**config.mk**
```make
export PLATFORM = sky130hd
export DESIGN_NAME = burst_bus_master_flat
export DESIGN_NICKNAME = d
export VERILOG_FILES = /design/src/rtl/burst_bus_master_if.sv /design/src/rtl/burst_bus_master.sv /design/src/flat_wrapper.sv
export SDC_FILE = /design/constraint.sdc
export NUM_CORES = 1
export LEC_CHECK = 0
export CORE_MARGIN = 4
export CORE_UTILIZATION = 48
export CTS_CLUSTER_SIZE = 8
export DETAILED_ROUTE_END_ITERATION = 10
export GPL_TIMING_DRIVEN = 0
export PLACE_DENSITY = 0.94
export SETUP_SLACK_MARGIN = 0.02
export SYNTH_ARGS = -nofsm -noshare
export SYNTH_HDL_FRONTEND = slang
export SYNTH_SLANG_ARGS = --single-unit
export TNS_END_PERCENT = 100
```
**constraint.sdc**
```tcl
create_clock -name clock -period 5.75 [get_ports clock]
set_input_delay 1.725 -clock clock [delete_from_list [all_inputs] [get_ports clock]]
set_output_delay 1.725 -clock clock [all_outputs]
set_load 0.02 [all_outputs]
```
**src/rtl/burst_bus_master_if.sv**
```systemverilog
// Host command/write/response streams and the burst bus, bundled for burst_bus_master.
// master = the burst master's view; slave = host plus bus slave.
interface burst_bus_master_if #(
    parameter int unsigned ADDR_W = 4,
    parameter int unsigned DATA_W = 32,
    parameter int unsigned LEN_W  = 4
);
    logic              cmd_valid;
    logic              cmd_ready;
    logic              cmd_write;
    logic [ADDR_W-1:0] cmd_address;
    logic [LEN_W-1:0]  cmd_length;

    logic              wdata_valid;
    logic              wdata_ready;
    logic [DATA_W-1:0] wdata;

    logic              rsp_valid;
    logic [DATA_W-1:0] rsp_data;
    logic              rsp_last;

    logic              bus_wr;
    logic              bus_rd;
    logic [ADDR_W-1:0] bus_address;
    logic [LEN_W-1:0]  bus_length;
    logic [DATA_W-1:0] bus_wdata;
    logic              bus_ready;
    logic              bus_rddatavalid;
    logic [DATA_W-1:0] bus_rdata;

    modport master (
        input  cmd_valid, cmd_write, cmd_address, cmd_length,
        input  wdata_valid, wdata,
        input  bus_ready, bus_rddatavalid, bus_rdata,
        output cmd_ready, wdata_ready,
        output rsp_valid, rsp_data, rsp_last,
        output bus_wr, bus_rd, bus_address, bus_length, bus_wdata
    );

    modport slave (
        output cmd_valid, cmd_write, cmd_address, cmd_length,
        output wdata_valid, wdata,
        output bus_ready, bus_rddatavalid, bus_rdata,
        input  cmd_ready, wdata_ready,
        input  rsp_valid, rsp_data, rsp_last,
        input  bus_wr, bus_rd, bus_address, bus_length, bus_wdata
    );
endinterface

```
**src/rtl/burst_bus_master.sv**
```systemverilog
// Burst bus master: issues read/write bursts from host commands, tracks up to
// MAX_OUT outstanding read bursts and returns read beats with a last marker.
module burst_bus_master #(
    parameter int unsigned ADDR_W  = 4,
    parameter int unsigned DATA_W  = 32,
    parameter int unsigned LEN_W   = 4,
    parameter int unsigned MAX_OUT = 2
) (
    input  logic                   clock,
    input  logic                   reset,
    burst_bus_master_if.master     bus,
    output logic                   busy,
    output logic                   err
);
    localparam int unsigned PTR_W = (MAX_OUT > 1) ? $clog2(MAX_OUT) : 1;
    localparam int unsigned CNT_W = $clog2(MAX_OUT + 1);

    typedef enum logic [1:0] {IDLE, RD_REQ, WR_BURST} state_t;

    state_t            state_q, state_d;
    logic              run_q;
    logic [ADDR_W-1:0] addr_q;
    logic [LEN_W-1:0]  len_q;

    logic              buf_valid_q;
    logic [DATA_W-1:0] buf_data_q;
    logic [LEN_W-1:0]  wr_acc_q;
    logic [LEN_W-1:0]  wr_done_q;

    logic [LEN_W-1:0]  fifo_q [MAX_OUT];
    logic [PTR_W-1:0]  wr_ptr_q, rd_ptr_q;
    logic [CNT_W-1:0]  out_cnt_q;
    logic [LEN_W-1:0]  beat_q;

    logic              rsp_valid_q, rsp_last_q;
    logic [DATA_W-1:0] rsp_data_q;
    logic              err_q;

    logic cmd_ready_c, wdata_ready_c;
    logic cmd_fire, zero_len, in_wr, wr_take, wr_beat, wr_last;
    logic rd_fire, ret_ok, ret_last, push, pop;

    function automatic logic [PTR_W-1:0] ptr_next(input logic [PTR_W-1:0] p);
        return (p == PTR_W'(MAX_OUT - 1)) ? '0 : p + PTR_W'(1);
    endfunction

    // run_q keeps cmd_ready low while reset is held
    assign cmd_ready_c   = run_q && (state_q == IDLE) &&
                           (bus.cmd_write || (out_cnt_q < CNT_W'(MAX_OUT)));
    assign cmd_fire      = bus.cmd_valid && cmd_ready_c;
    assign zero_len      = (bus.cmd_length == '0);
    assign in_wr         = (state_q == WR_BURST);
    assign wdata_ready_c = in_wr && (wr_acc_q != len_q) && (!buf_valid_q || bus.bus_ready);
    assign wr_take       = bus.wdata_valid && wdata_ready_c;
    assign wr_beat       = in_wr && buf_valid_q && bus.bus_ready;
    assign wr_last       = ((wr_done_q + LEN_W'(1)) == len_q);
    assign rd_fire       = (state_q == RD_REQ) && bus.bus_ready;
    assign ret_ok        = bus.bus_rddatavalid && (out_cnt_q != '0);
    assign ret_last      = ((beat_q + LEN_W'(1)) == fifo_q[rd_ptr_q]);
    assign push          = rd_fire;
    assign pop           = ret_ok && ret_last;

    assign bus.cmd_ready   = cmd_ready_c;
    assign bus.wdata_ready = wdata_ready_c;
    assign bus.bus_address = addr_q;
    assign bus.bus_length  = len_q;
    assign bus.bus_wdata   = buf_data_q;
    assign bus.rsp_valid   = rsp_valid_q;
    assign bus.rsp_data    = rsp_data_q;
    assign bus.rsp_last    = rsp_last_q;
    assign busy            = (state_q != IDLE) || (out_cnt_q != '0);
    assign err             = err_q;

    always_ff @(posedge clock or negedge reset) begin
        if (!reset) begin
            state_q <= IDLE;
            run_q   <= 1'b0;
        end else begin
            state_q <= state_d;
            run_q   <= 1'b1;
        end
    end

    always_comb begin
        state_d    = state_q;
        bus.bus_rd = 1'b0;
        bus.bus_wr = 1'b0;
        case (state_q)
            IDLE: begin
                if (cmd_fire && !zero_len) begin
                    state_d = bus.cmd_write ? WR_BURST : RD_REQ;
                end
            end
            RD_REQ: begin
                bus.bus_rd = 1'b1;
                if (bus.bus_ready) begin
                    state_d = IDLE;
                end
            end
            WR_BURST: begin
                bus.bus_wr = buf_valid_q;
                if (wr_beat && wr_last) begin
                    state_d = IDLE;
                end
            end
            default: state_d = IDLE;
        endcase
    end

    // Burst address/length captured on acceptance, held for the whole burst
    always_ff @(posedge clock or negedge reset) begin
        if (!reset) begin
            addr_q <= '0;
            len_q  <= '0;
        end else if (cmd_fire && !zero_len) begin
            addr_q <= bus.cmd_address;
            len_q  <= bus.cmd_length;
        end
    end

    // One-entry write buffer; a beat may be refilled in the cycle it drains
    always_ff @(posedge clock or negedge reset) begin
        if (!reset) begin
            buf_valid_q <= 1'b0;
            buf_data_q  <= '0;
            wr_acc_q    <= '0;
            wr_done_q   <= '0;
        end else if (cmd_fire) begin
            buf_valid_q <= 1'b0;
            wr_acc_q    <= '0;
            wr_done_q   <= '0;
        end else begin
            if (wr_take) begin
                buf_data_q  <= bus.wdata;
                wr_acc_q    <= wr_acc_q + LEN_W'(1);
                buf_valid_q <= 1'b1;
            end else if (wr_beat) begin
                buf_valid_q <= 1'b0;
            end
            if (wr_beat) begin
                wr_done_q <= wr_done_q + LEN_W'(1);
            end
        end
    end

    // Outstanding read lengths, oldest at rd_ptr_q
    always_ff @(posedge clock or negedge reset) begin
        if (!reset) begin
            for (int i = 0; i < int'(MAX_OUT); i++) begin
                fifo_q[i] <= '0;
            end
            wr_ptr_q  <= '0;
            rd_ptr_q  <= '0;
            out_cnt_q <= '0;
        end else begin
            if (push) begin
                fifo_q[wr_ptr_q] <= len_q;
                wr_ptr_q         <= ptr_next(wr_ptr_q);
            end
            if (pop) begin
                rd_ptr_q <= ptr_next(rd_ptr_q);
            end
            case ({push, pop})
                2'b10:   out_cnt_q <= out_cnt_q + CNT_W'(1);
                2'b01:   out_cnt_q <= out_cnt_q - CNT_W'(1);
                default: out_cnt_q <= out_cnt_q;
            endcase
        end
    end

    // Read return path; stray beats with nothing outstanding only raise err
    always_ff @(posedge clock or negedge reset) begin
        if (!reset) begin
            beat_q      <= '0;
            rsp_valid_q <= 1'b0;
            rsp_last_q  <= 1'b0;
            rsp_data_q  <= '0;
            err_q       <= 1'b0;
        end else begin
            rsp_valid_q <= ret_ok;
            rsp_last_q  <= pop;
            if (ret_ok) begin
                rsp_data_q <= bus.bus_rdata;
                beat_q     <= pop ? '0 : beat_q + LEN_W'(1);
            end
            if ((cmd_fire && zero_len) || (bus.bus_rddatavalid && (out_cnt_q == '0))) begin
                err_q <= 1'b1;
            end
        end
    end
endmodule

```
**src/flat_wrapper.sv**
```systemverilog
// flat-port wrapper written by rule: the top's interface ports become plain ports
module burst_bus_master_flat 
#(
    parameter int unsigned ADDR_W  = 4,
    parameter int unsigned DATA_W  = 32,
    parameter int unsigned LEN_W   = 4,
    parameter int unsigned MAX_OUT = 2
)
  (clock, reset, busy, err, bus_cmd_valid, bus_cmd_write, bus_cmd_address, bus_cmd_length, bus_wdata_valid, bus_wdata, bus_bus_ready, bus_bus_rddatavalid, bus_bus_rdata, bus_cmd_ready, bus_wdata_ready, bus_rsp_valid, bus_rsp_data, bus_rsp_last, bus_bus_wr, bus_bus_rd, bus_bus_address, bus_bus_length, bus_bus_wdata);
  burst_bus_master_if #(.ADDR_W(ADDR_W), .DATA_W(DATA_W), .LEN_W(LEN_W)) bus_i ();
  input  logic clock;
  input  logic reset;
  output logic busy;
  output logic err;
  input wire logic [$bits(bus_i.cmd_valid)-1:0] bus_cmd_valid;
  input wire logic [$bits(bus_i.cmd_write)-1:0] bus_cmd_write;
  input wire logic [$bits(bus_i.cmd_address)-1:0] bus_cmd_address;
  input wire logic [$bits(bus_i.cmd_length)-1:0] bus_cmd_length;
  input wire logic [$bits(bus_i.wdata_valid)-1:0] bus_wdata_valid;
  input wire logic [$bits(bus_i.wdata)-1:0] bus_wdata;
  input wire logic [$bits(bus_i.bus_ready)-1:0] bus_bus_ready;
  input wire logic [$bits(bus_i.bus_rddatavalid)-1:0] bus_bus_rddatavalid;
  input wire logic [$bits(bus_i.bus_rdata)-1:0] bus_bus_rdata;
  output wire logic [$bits(bus_i.cmd_ready)-1:0] bus_cmd_ready;
  output wire logic [$bits(bus_i.wdata_ready)-1:0] bus_wdata_ready;
  output wire logic [$bits(bus_i.rsp_valid)-1:0] bus_rsp_valid;
  output wire logic [$bits(bus_i.rsp_data)-1:0] bus_rsp_data;
  output wire logic [$bits(bus_i.rsp_last)-1:0] bus_rsp_last;
  output wire logic [$bits(bus_i.bus_wr)-1:0] bus_bus_wr;
  output wire logic [$bits(bus_i.bus_rd)-1:0] bus_bus_rd;
  output wire logic [$bits(bus_i.bus_address)-1:0] bus_bus_address;
  output wire logic [$bits(bus_i.bus_length)-1:0] bus_bus_length;
  output wire logic [$bits(bus_i.bus_wdata)-1:0] bus_bus_wdata;
  assign bus_i.cmd_valid = bus_cmd_valid;
  assign bus_i.cmd_write = bus_cmd_write;
  assign bus_i.cmd_address = bus_cmd_address;
  assign bus_i.cmd_length = bus_cmd_length;
  assign bus_i.wdata_valid = bus_wdata_valid;
  assign bus_i.wdata = bus_wdata;
  assign bus_i.bus_ready = bus_bus_ready;
  assign bus_i.bus_rddatavalid = bus_bus_rddatavalid;
  assign bus_i.bus_rdata = bus_bus_rdata;
  assign bus_cmd_ready = bus_i.cmd_ready;
  assign bus_wdata_ready = bus_i.wdata_ready;
  assign bus_rsp_valid = bus_i.rsp_valid;
  assign bus_rsp_data = bus_i.rsp_data;
  assign bus_rsp_last = bus_i.rsp_last;
  assign bus_bus_wr = bus_i.bus_wr;
  assign bus_bus_rd = bus_i.bus_rd;
  assign bus_bus_address = bus_i.bus_address;
  assign bus_bus_length = bus_i.bus_length;
  assign bus_bus_wdata = bus_i.bus_wdata;
  burst_bus_master #(.ADDR_W(ADDR_W), .DATA_W(DATA_W), .LEN_W(LEN_W), .MAX_OUT(MAX_OUT)) u_core (.clock(clock), .reset(reset), .bus(bus_i), .busy(busy), .err(err));
endmodule
```
Yosys cells after proc, flatten, opt, wreduce, memory -nomap -nowiden
Index checks and enable logic that the tools add are counted.
{ "totals": {"ff_bits": 103, "latch_bits": 0, "ramBits": 0, "rom_bits": 0, "inputBits": 79, "output_inout_bits": 80, "wordCells": 99, "n_memories": 0} }
{ "op_classes": {"n_addsub": 7, "multipliers": 0, "div_mod_pow": 0, "order_cmp": 4, "n_eq_ne": 10, "shifts": 0, "n_mux": 24, "bitwise": 3, "reduce_logical": 33} }
{ "ops": {"columns": ["op", "count"], "rows": [
  ["two-way mux 4 bit", 9],
  ["logical AND 1 bit", 16],
  ["adder 4 x 1 -> 4 bit (second input constant)", 3],
  ["nonzero test 2 bit", 5],
  ["bitwise mux 8 bit", 1],
  ["equality test 4 bit", 2],
  ["two-way mux 2 bit", 4],
  ["two-way mux 1 bit", 7],
  ["inequality test 2 bit (second input constant)", 3],
  ["case mux 2 bit (3 select lines)", 1],
  ["demux 4 bit (select 1 bit)", 1],
  ["equality test 2 x 1 -> 1 bit (second input constant)", 2],
  ["equality test 2 bit (second input constant)", 2],
  ["greater-or-equal comparator 2 bit (second input constant)", 2],
  ["logical NOT 2 bit", 2],
  ["logical NOT 4 bit", 1],
  ["logical OR 1 bit", 4],
  ["inequality test 4 bit", 1],
  ["NOT 1 -> 2 bit", 2],
  ["case mux 2 bit (2 select lines)", 1],
  ["AND reduction 3 bit", 1],
  ["nonzero test 3 bit", 1],
  ["adder 1 bit (second input constant)", 2],
  ["adder 2 x 1 -> 2 bit (second input constant)", 1],
  ["6 further kinds", 7]
]} }

Logic depth before layout (Yosys ltp)
Gate-level depths: netlist (run 1).
{ "logic_depth": {"word_depth": 8, "mapped_depth": 9} }

Least setup slack after synthesis (run 1)
Ideal clock, no wire load.
{ "synth_timing": {"path_type": "input to output", "from": "input port bus_bus_ready", "to": "output port bus_wdata_ready", "t_arrival_ns": 2.129, "setup_slack_ns": 1.896, "cell_stages": 3, "n_path_buf": 0, "cell_sequence": "inv_1 -> a21boi_2 -> and2_1"} }
{ "synth_between": {"elab_chain_len": 2} }
{ "synth_rtl": {"columns": ["element", "line", "text"], "rows": [
  ["start: declaration", "flat_wrapper.sv:21", "input wire logic [$bits(bus_i.bus_ready)-1:0] bus_bus_ready;"],
  ["logical OR 1 bit", "burst_bus_master.sv:53", "assign wdata_ready_c = in_wr && (wr_acc_q != len_q) && (!buf_valid_q || bus.bus_ready);"],
  ["logical AND 1 bit", "burst_bus_master.sv:53", null],
  ["end: declaration", "flat_wrapper.sv:25", "output wire logic [$bits(bus_i.wdata_ready)-1:0] bus_wdata_ready;"]
]} }
Every way passes these cells.

Final worst setup path (run 1)
Ends and elaborated chain as after synthesis.

==> results.ini, run 1 <==
[power_and_ir_drop]
netSwitchingFraction = 0.387
peakVddDrop_v = 0.000335
power_frac_clock = 0.120
leakage_nw = 2.77
p_int_mw = 2.08
cellPowerDensity_mw_per_mm2 = 552
p_switching_mw = 1.31
pwr-share-comb = 0.503
pwr-share-seq = 0.377

[clock_tree]
cts_tree = yes
cts_setup_buffers = 0
clkLatencyLatePin_ps = 350
clock-root-buffer = clkbuf_8
cts_buffers = 9
ctsHoldBuffers = 0
cts.sinks = 103
path_clk_slew_ps = 100
cts-htree-levels = 3
ctsLongestPathBuffers = 2
cts_resized = 0

[route]
drc_errors = 0
drtPass1Iterations = 4
vias = 3214
wl_per_cell_um = 16.1
ant_nets = 0
drt-initial-drc-count = 110
drt_wl_total_um = 10300
routed_via_density = 5.01

[critical_path]
reg2reg_to = u_core.out_cnt_q[1]
critical_path_class = input pin to output pin
startpoint_type = input pin
required_ps = 4030
max_stage_delay_ps = 620
critPathMaxFanout = 5
r2r_start = u_core.beat_q[0]
r2r_cells = 9
crit_end = bus_wdata_ready
critPathMostFrequentCell = clkdlybuf4s50_1
crit_chain = clkdlybuf4s50_1 > inv_1 > a21boi_2 > and2_1 > clkdlybuf4s50_1
end_kind = output pin
crit_arrival_ps = 3350
ff2ff_setup_slack_ps = 3520
cp_slowest_cell = clkdlybuf4s50_1
critPathLaunch = bus_bus_ready

[yosys]
synth_area_per_cell_um2 = 11.7
ys_seq_area_frac = 0.609
syn_nets = 445
synth_area_mm2 = 0.00423
synth_xor_area_frac = 0.0497
synth.distinct_cells = 37
synth-compound-area-share = 0.0328
synth_adder_area_share = 0.0118
synthCells = 362
synthMuxAreaShare = 0.131
ys_seq_elements = 103
yosys-top-cells-area = dfrtp_1 61%, mux2_2 12%, nand2_1 9.9%, xnor2_1 3.1%, xor2_1 1.9%
synthSimpleGateAreaFrac = 0.146
synth_top_family_by_area = simple AND/OR/NAND/NOR gates
synth_warnings = 0
synth_area_leader_cell = dfrtp_1
synth_top_area_share = 0.609

[floorplan]
dieArea_mm2 = 0.0104
die_h_um = 102
pin_count = 159
core_area_mm2 = 0.00838
row_count = 33
initial_core_util = 0.505
dieWidth_um = 102

[timing]
setup_viol = 0
max_clock_freq_mhz = 197
skew_ps = 17.5
hold_ws_ps = 485
rsz0062_at_grt = no
tightest_slew_ps = 604
max-slew-margin-rel = 0.598
min_period_ps = 5080
slew_viol_final = 0
finalCritPeriodShare = 0.883
tns_ps = 0
hold_viol = 0

[finish]
area_growth_pct = 45.2
num_antenna_cells = 0
utilization = 0.733
final_net_count = 615
n_fill_cell = 588
layout-drive-gt1-share = 0.132
final_area_mm2 = 0.00614

[global_route]
grt_start_max_net_pins = 58
antenna_found_initial = 0
grt_use_total = 0.201
grt_pass1_wl_um = 16400
grt_pass1_vias = 3417
grt-ovfl-total = 0

[place]
numPortBuffers = 158
hpwlAfterDp_um = 7970
place.gp.congestion = 0.797
placed_cell_area_mm2 = 0.00597

[outcome]
status = complete, no violations

[job]
drv_cap = 0

[min_path]
holdCritPathClass = flop to flop

==> cell usage after synthesis <==
cell type,count
ha_1,4
nand2b_1,2
o41ai_1,1
buf_6,1
a2bb2oi_1,1
buf_2,4
mux2_2,44
xor2_1,9
buf_4,1
and2_1,2
o211ai_1,1
a21oi_1,2
nor4_4,1
and4_1,1
or3_1,1
conb_1,1
inv_1,2
o31ai_1,2
nand2_1,112
nand4_1,2
mux2i_1,6
nor4_1,1
dfrtp_1,103
a21boi_2,1
o21ai_4,1
nor2_1,10
xnor2_1,15
clkbuf_1,7
a221o_1,1
or2_2,1
and3_1,1
a22o_1,3
clkinv_1,1
o21ai_0,5
nand3_2,1
nand3_1,9
nor2b_1,2
==> worst min-delay path by stage <==
stage | start | to | slack [ps] | depth (start not counted)
after detailed placement | u_core.bus.rsp_data[13] | u_core.bus.rsp_data[13] | 460 | 2
final | u_core.bus.rsp_data[13] | u_core.bus.rsp_data[13] | 480 | 2
after CTS | u_core.bus.rsp_data[13] | u_core.bus.rsp_data[13] | 490 | 2
after global routing | u_core.bus.rsp_data[14] | u_core.bus.rsp_data[14] | 510 | 2
after global placement | u_core.bus.rsp_data[17] | u_core.bus.rsp_data[17] | 460 | 2
after floorplan | u_core.state_q[0] | u_core.state_q[1] | 450 | 1
==> area by class of cell <==
class	instances	area [um^2]	area share
buffer	13	65.1	0.0106
inverter	3	11.3	0.00183
clock inverter	4	32.5	0.00530
sequential	103	2580	0.420
tap	105	131	0.0214
clock buffer	11	141	0.0230
timing repair buffer	159	1610	0.262
multi-input combinational	243	1580	0.257
==> critical path: cells and delay by family <==
kind | cells | cell delay [ps]
compound gates | 1 | 160
buf+inv | 3 | 1300
simple gates | 1 | 160
==> metrics by stage <==
stage | setup slack (ps) | std cells | power (mW)
after CTS | 681 | 641 | 3.43
final | 673 | 641 | 3.39
after global routing | 573 | 641 | 3.61
after global placement | -724 | 625 | 2.92
after floorplan | 1900 | 362 | 2.20
after detailed placement | 688 | 626 | 3.02
==> layer usage <==
layer	part of all wire	vias up	wire (um)	GRT usage
met5	0	-	0	0
met4	0.013	0	133	0.0545
met3	0.077	13	792	0.0505
met2	0.51	117	5270	0.356
met1	0.40	1553	4140	0.247
li1	-	1531	-	-
==> power groups by stage <==
stage	Clock (mW)	Combinational (mW)	Sequential, mW
detailed placement	0	1.72	1.30
CTS	0.418	1.73	1.28
finish	0.407	1.70	1.28
global route	0.453	1.83	1.32
floorplan	0	0.630	1.57
global placement	0	1.66	1.27
==> layout by cell type (no fill, tap or decap), drive strengths merged, types with 8 or more instances in the layout <==
cell type      instances
nand2                112
clkbuf                18
xor2                   9
xnor2                 15
dfrtp                103
nor2                  10
mux2                  44
buf                    8
clkdlybuf4s50        157
nand3                 10
==> kinds of logic after synthesis <==
| family | after synthesis |
|---|---|
| flops | 103 |
| buf+inv | 16 |
| mux | 50 |
| other cells | 1 |
| xor+xnor | 24 |
| compound gates | 18 |
| fa+ha+maj | 4 |
| simple gates | 146 |
==> flip-flops by register name, summed over array words and instances (netlist names) <==
| name | flops |
|---|---|
| u_core.fifo_q | 8 |
| u_core.bus.rsp_last | 1 |
| u_core.wr_acc_q | 4 |
| u_core.bus.bus_address | 4 |
| u_core.state_q | 2 |
| u_core.bus.rsp_valid | 1 |
| u_core.bus.bus_wdata | 32 |
| u_core.buf_valid_q | 1 |
| u_core.rd_ptr_q | 1 |
| u_core.out_cnt_q | 2 |
| u_core.run_q | 1 |
| u_core.bus.rsp_data | 32 |
| u_core.beat_q | 4 |
| u_core.err | 1 |
| u_core.wr_ptr_q | 1 |
| u_core.bus.bus_length | 4 |
| u_core.wr_done_q | 4 |
No activity file was read; power rests on OpenSTA's default activity.
==> inputs of run 2 (changes only) <==
Settings changed: REMOVE_ABC_BUFFERS set to 1.
==> run 2 against run 1 <==
- via count is 1.9% lower
- clock skew decreased by 4.8 ps
- final cell count shrank 1.9%
- sequential power hardly changed
- combinational power about the same
- sequential share of layout area grew 0.48 points
- clock power decreased by 3%
- worst setup slack got worse by 8.5 ps
- non-clock buffer count decreased by 13
- highest routed layer unchanged
- cell area shrank 1.1%
- first-iteration DRC count decreased by 45%
==> results.ini, run 2 (same netlist as run 1, synthesis figures left out) <==
[clock_tree]
cts_resized = 0  ; unchanged
clock-root-buffer = clkbuf_8
clkLatencyLatePin_ps = 350  ; about the same
ctsLongestPathBuffers = 2  ; unchanged
ctsHoldBuffers = 0  ; unchanged
cts_buffers = 9  ; unchanged
cts_tree = yes
path_clk_slew_ps = 100  ; about the same
cts_setup_buffers = 0  ; unchanged
cts.sinks = 103  ; unchanged
cts-htree-levels = 3  ; unchanged

[critical_path]
path_delay_family = buffers and inverters
crit_chain = clkdlybuf4s50_1 > inv_1 > a21boi_2 > and2_1 > clkdlybuf4s50_1
critPathMaxFanout = 5  ; unchanged
startpoint_type = input pin
end_kind = output pin
critPathMostFrequentCell = clkdlybuf4s50_1
crit_arrival_ps = 3360  ; about the same
cp_slowest_cell = clkdlybuf4s50_1
path_buf_inv = 3  ; unchanged
required_ps = 4030  ; about the same
critical_path_class = input pin to output pin
max_stage_delay_ps = 630  ; about the same

[finish]
num_antenna_cells = 0  ; unchanged
utilization = 0.724  ; -0.00836
area_growth_pct = 43.5
final_common_cell = clkdlybuf4s50_1
final_net_count = 602  ; -2.1%
layout-drive-gt1-share = 0.128  ; -0.00460
layout_common_cells = 157 x clkdlybuf4s50_1, 112 x nand2_1, 103 x dfrtp_1, 44 x mux2_2, 15 x xnor2_1
final_area_mm2 = 0.00607  ; -1.1%
n_fill_cell = 570  ; -3.1%

[route]
routed_via_density = 5.01  ; about the same
drc_errors = 0  ; unchanged
drt_wl_total_um = 10200  ; -1.0%
ant_nets = 0  ; unchanged
wl_per_cell_um = 16.3  ; +0.89%
drt-initial-drc-count = 60  ; -45%
drtPass1Iterations = 4  ; unchanged
vias = 3152  ; -1.9%

[timing]
setup_viol = 0  ; unchanged
max-slew-margin-rel = 0.319  ; -0.278
max_clock_freq_mhz = 197  ; -0.17%
rsz0062_at_grt = no
tns_ps = 0  ; unchanged
min_period_ps = 5090  ; +8.50 ps
slew_viol_final = 0  ; unchanged
hold_ws_ps = 482  ; -2.88 ps
tightest_slew_ps = 1020  ; +413 ps
hold_viol = 0  ; unchanged
skew_ps = 12.6  ; -4.83 ps
finalCritPeriodShare = 0.884  ; +0.00148

[power_and_ir_drop]
leakage_nw = 2.74  ; -1.0%
power_frac_clock = 0.117  ; -0.003
p_int_mw = 2.05  ; -1.4%
peakVddDrop_v = 0.000304  ; -9.3%
netSwitchingFraction = 0.389  ; +0.00178
pwr-share-comb = 0.501  ; -0.002
p_total_mw = 3.35  ; -1.1%
p_switching_mw = 1.30  ; -0.66%
pwr-share-seq = 0.382  ; +0.005
cellPowerDensity_mw_per_mm2 = 552  ; about the same

[job]
drv_cap = 0  ; unchanged

[global_route]
grt_use_total = 0.207  ; +0.00539
grt_pass1_wl_um = 16600  ; +1.6%
antenna_found_initial = 0  ; unchanged
grt-ovfl-total = 0  ; unchanged
grt_pass1_vias = 3403  ; -0.41%
grt_start_max_net_pins = 61  ; +5.2%

[place]
placed_cell_area_mm2 = 0.00591  ; -1.0%
place.gp.congestion = 0.755  ; -5.3%
numPortBuffers = 158  ; unchanged
hpwlAfterDp_um = 7710  ; -3.2%

[floorplan]
row_count = 33  ; unchanged
core_area_mm2 = 0.00838  ; unchanged
die_h_um = 102  ; unchanged
dieArea_mm2 = 0.0104  ; unchanged
initial_core_util = 0.505  ; unchanged
dieWidth_um = 102  ; unchanged
pin_count = 159  ; unchanged

[min_path]
holdCritPathClass = flop to flop

[outcome]
status = complete, no violations

==> run 2: layer usage <==
layer / GRT usage / part of all wire / vias to the layer above
met5: 0 / 0 / -
met4: 0.0535 / 0.0094 / 0
met2: 0.366 / 0.53 / 94
met1: 0.237 / 0.38 / 1543
li1: - / - / 1507
met3: 0.0765 / 0.076 / 8
==> run 2: worst reg2reg max path, delay by kind of cell (launching register included) <==
kind | cells | cell delay, ps
and+or+nand+nor | 2 | 370
AOI/OAI and AO/OA | 1 | 830
xor gates and xnor gates | 1 | 190
DFF | 1 | 450
buffers and inverters | 1 | 1080
==> run 2: metrics by stage <==
step           worst slack, ps  std cells
2_1_floorplan             1900        349
5_1_grt                    580        629
3_3_place_gp              -750        612
4_1_cts                    665        629
6_report                   665        629
3_5_place_dp               683        613
==> run 2: path summary, 6_finish.rpt <==
check | cells after the start | from | to | slack, ps
max in group asynchronous | 2 | reset | u_core.bus.bus_wdata[29] | 3700
worst min-delay path | 2 | u_core.bus.rsp_data[24] | u_core.bus.rsp_data[24] | 480
worst max-delay path | 5 | bus_bus_ready | bus_wdata_ready | 660
worst max register to register | 5 | u_core.out_cnt_q[1] | u_core.beat_q[2] | 2710
min in group asynchronous | 1 | reset | u_core.bus.rsp_last | 1370
worst min register to register | 2 | u_core.bus.rsp_data[24] | u_core.bus.rsp_data[24] | 480
==> run 2: final cells by class <==
| cell class | instances | area, um^2 | area share |
|---|---|---|---|
| flip-flops and latches | 103 | 2580 | 0.424 |
| repair buffers | 159 | 1610 | 0.265 |
| multi-input cells | 243 | 1580 | 0.260 |
| well taps | 105 | 131 | 0.0216 |
| clock buffers | 10 | 128 | 0.0210 |
| clock inverters | 6 | 36.3 | 0.00598 |
| inverters | 3 | 11.3 | 0.00185 |
==> run 2: power by group through the flow <==
stage / combinational, mW / sequential, mW / clock (mW)
after floorplan: 0.603 / 1.58 / 0
after global placement: 1.64 / 1.27 / 0
after detailed placement: 1.69 / 1.30 / 0
after CTS: 1.71 / 1.28 / 0.406
after global routing: 1.80 / 1.33 / 0.441
final: 1.68 / 1.28 / 0.393
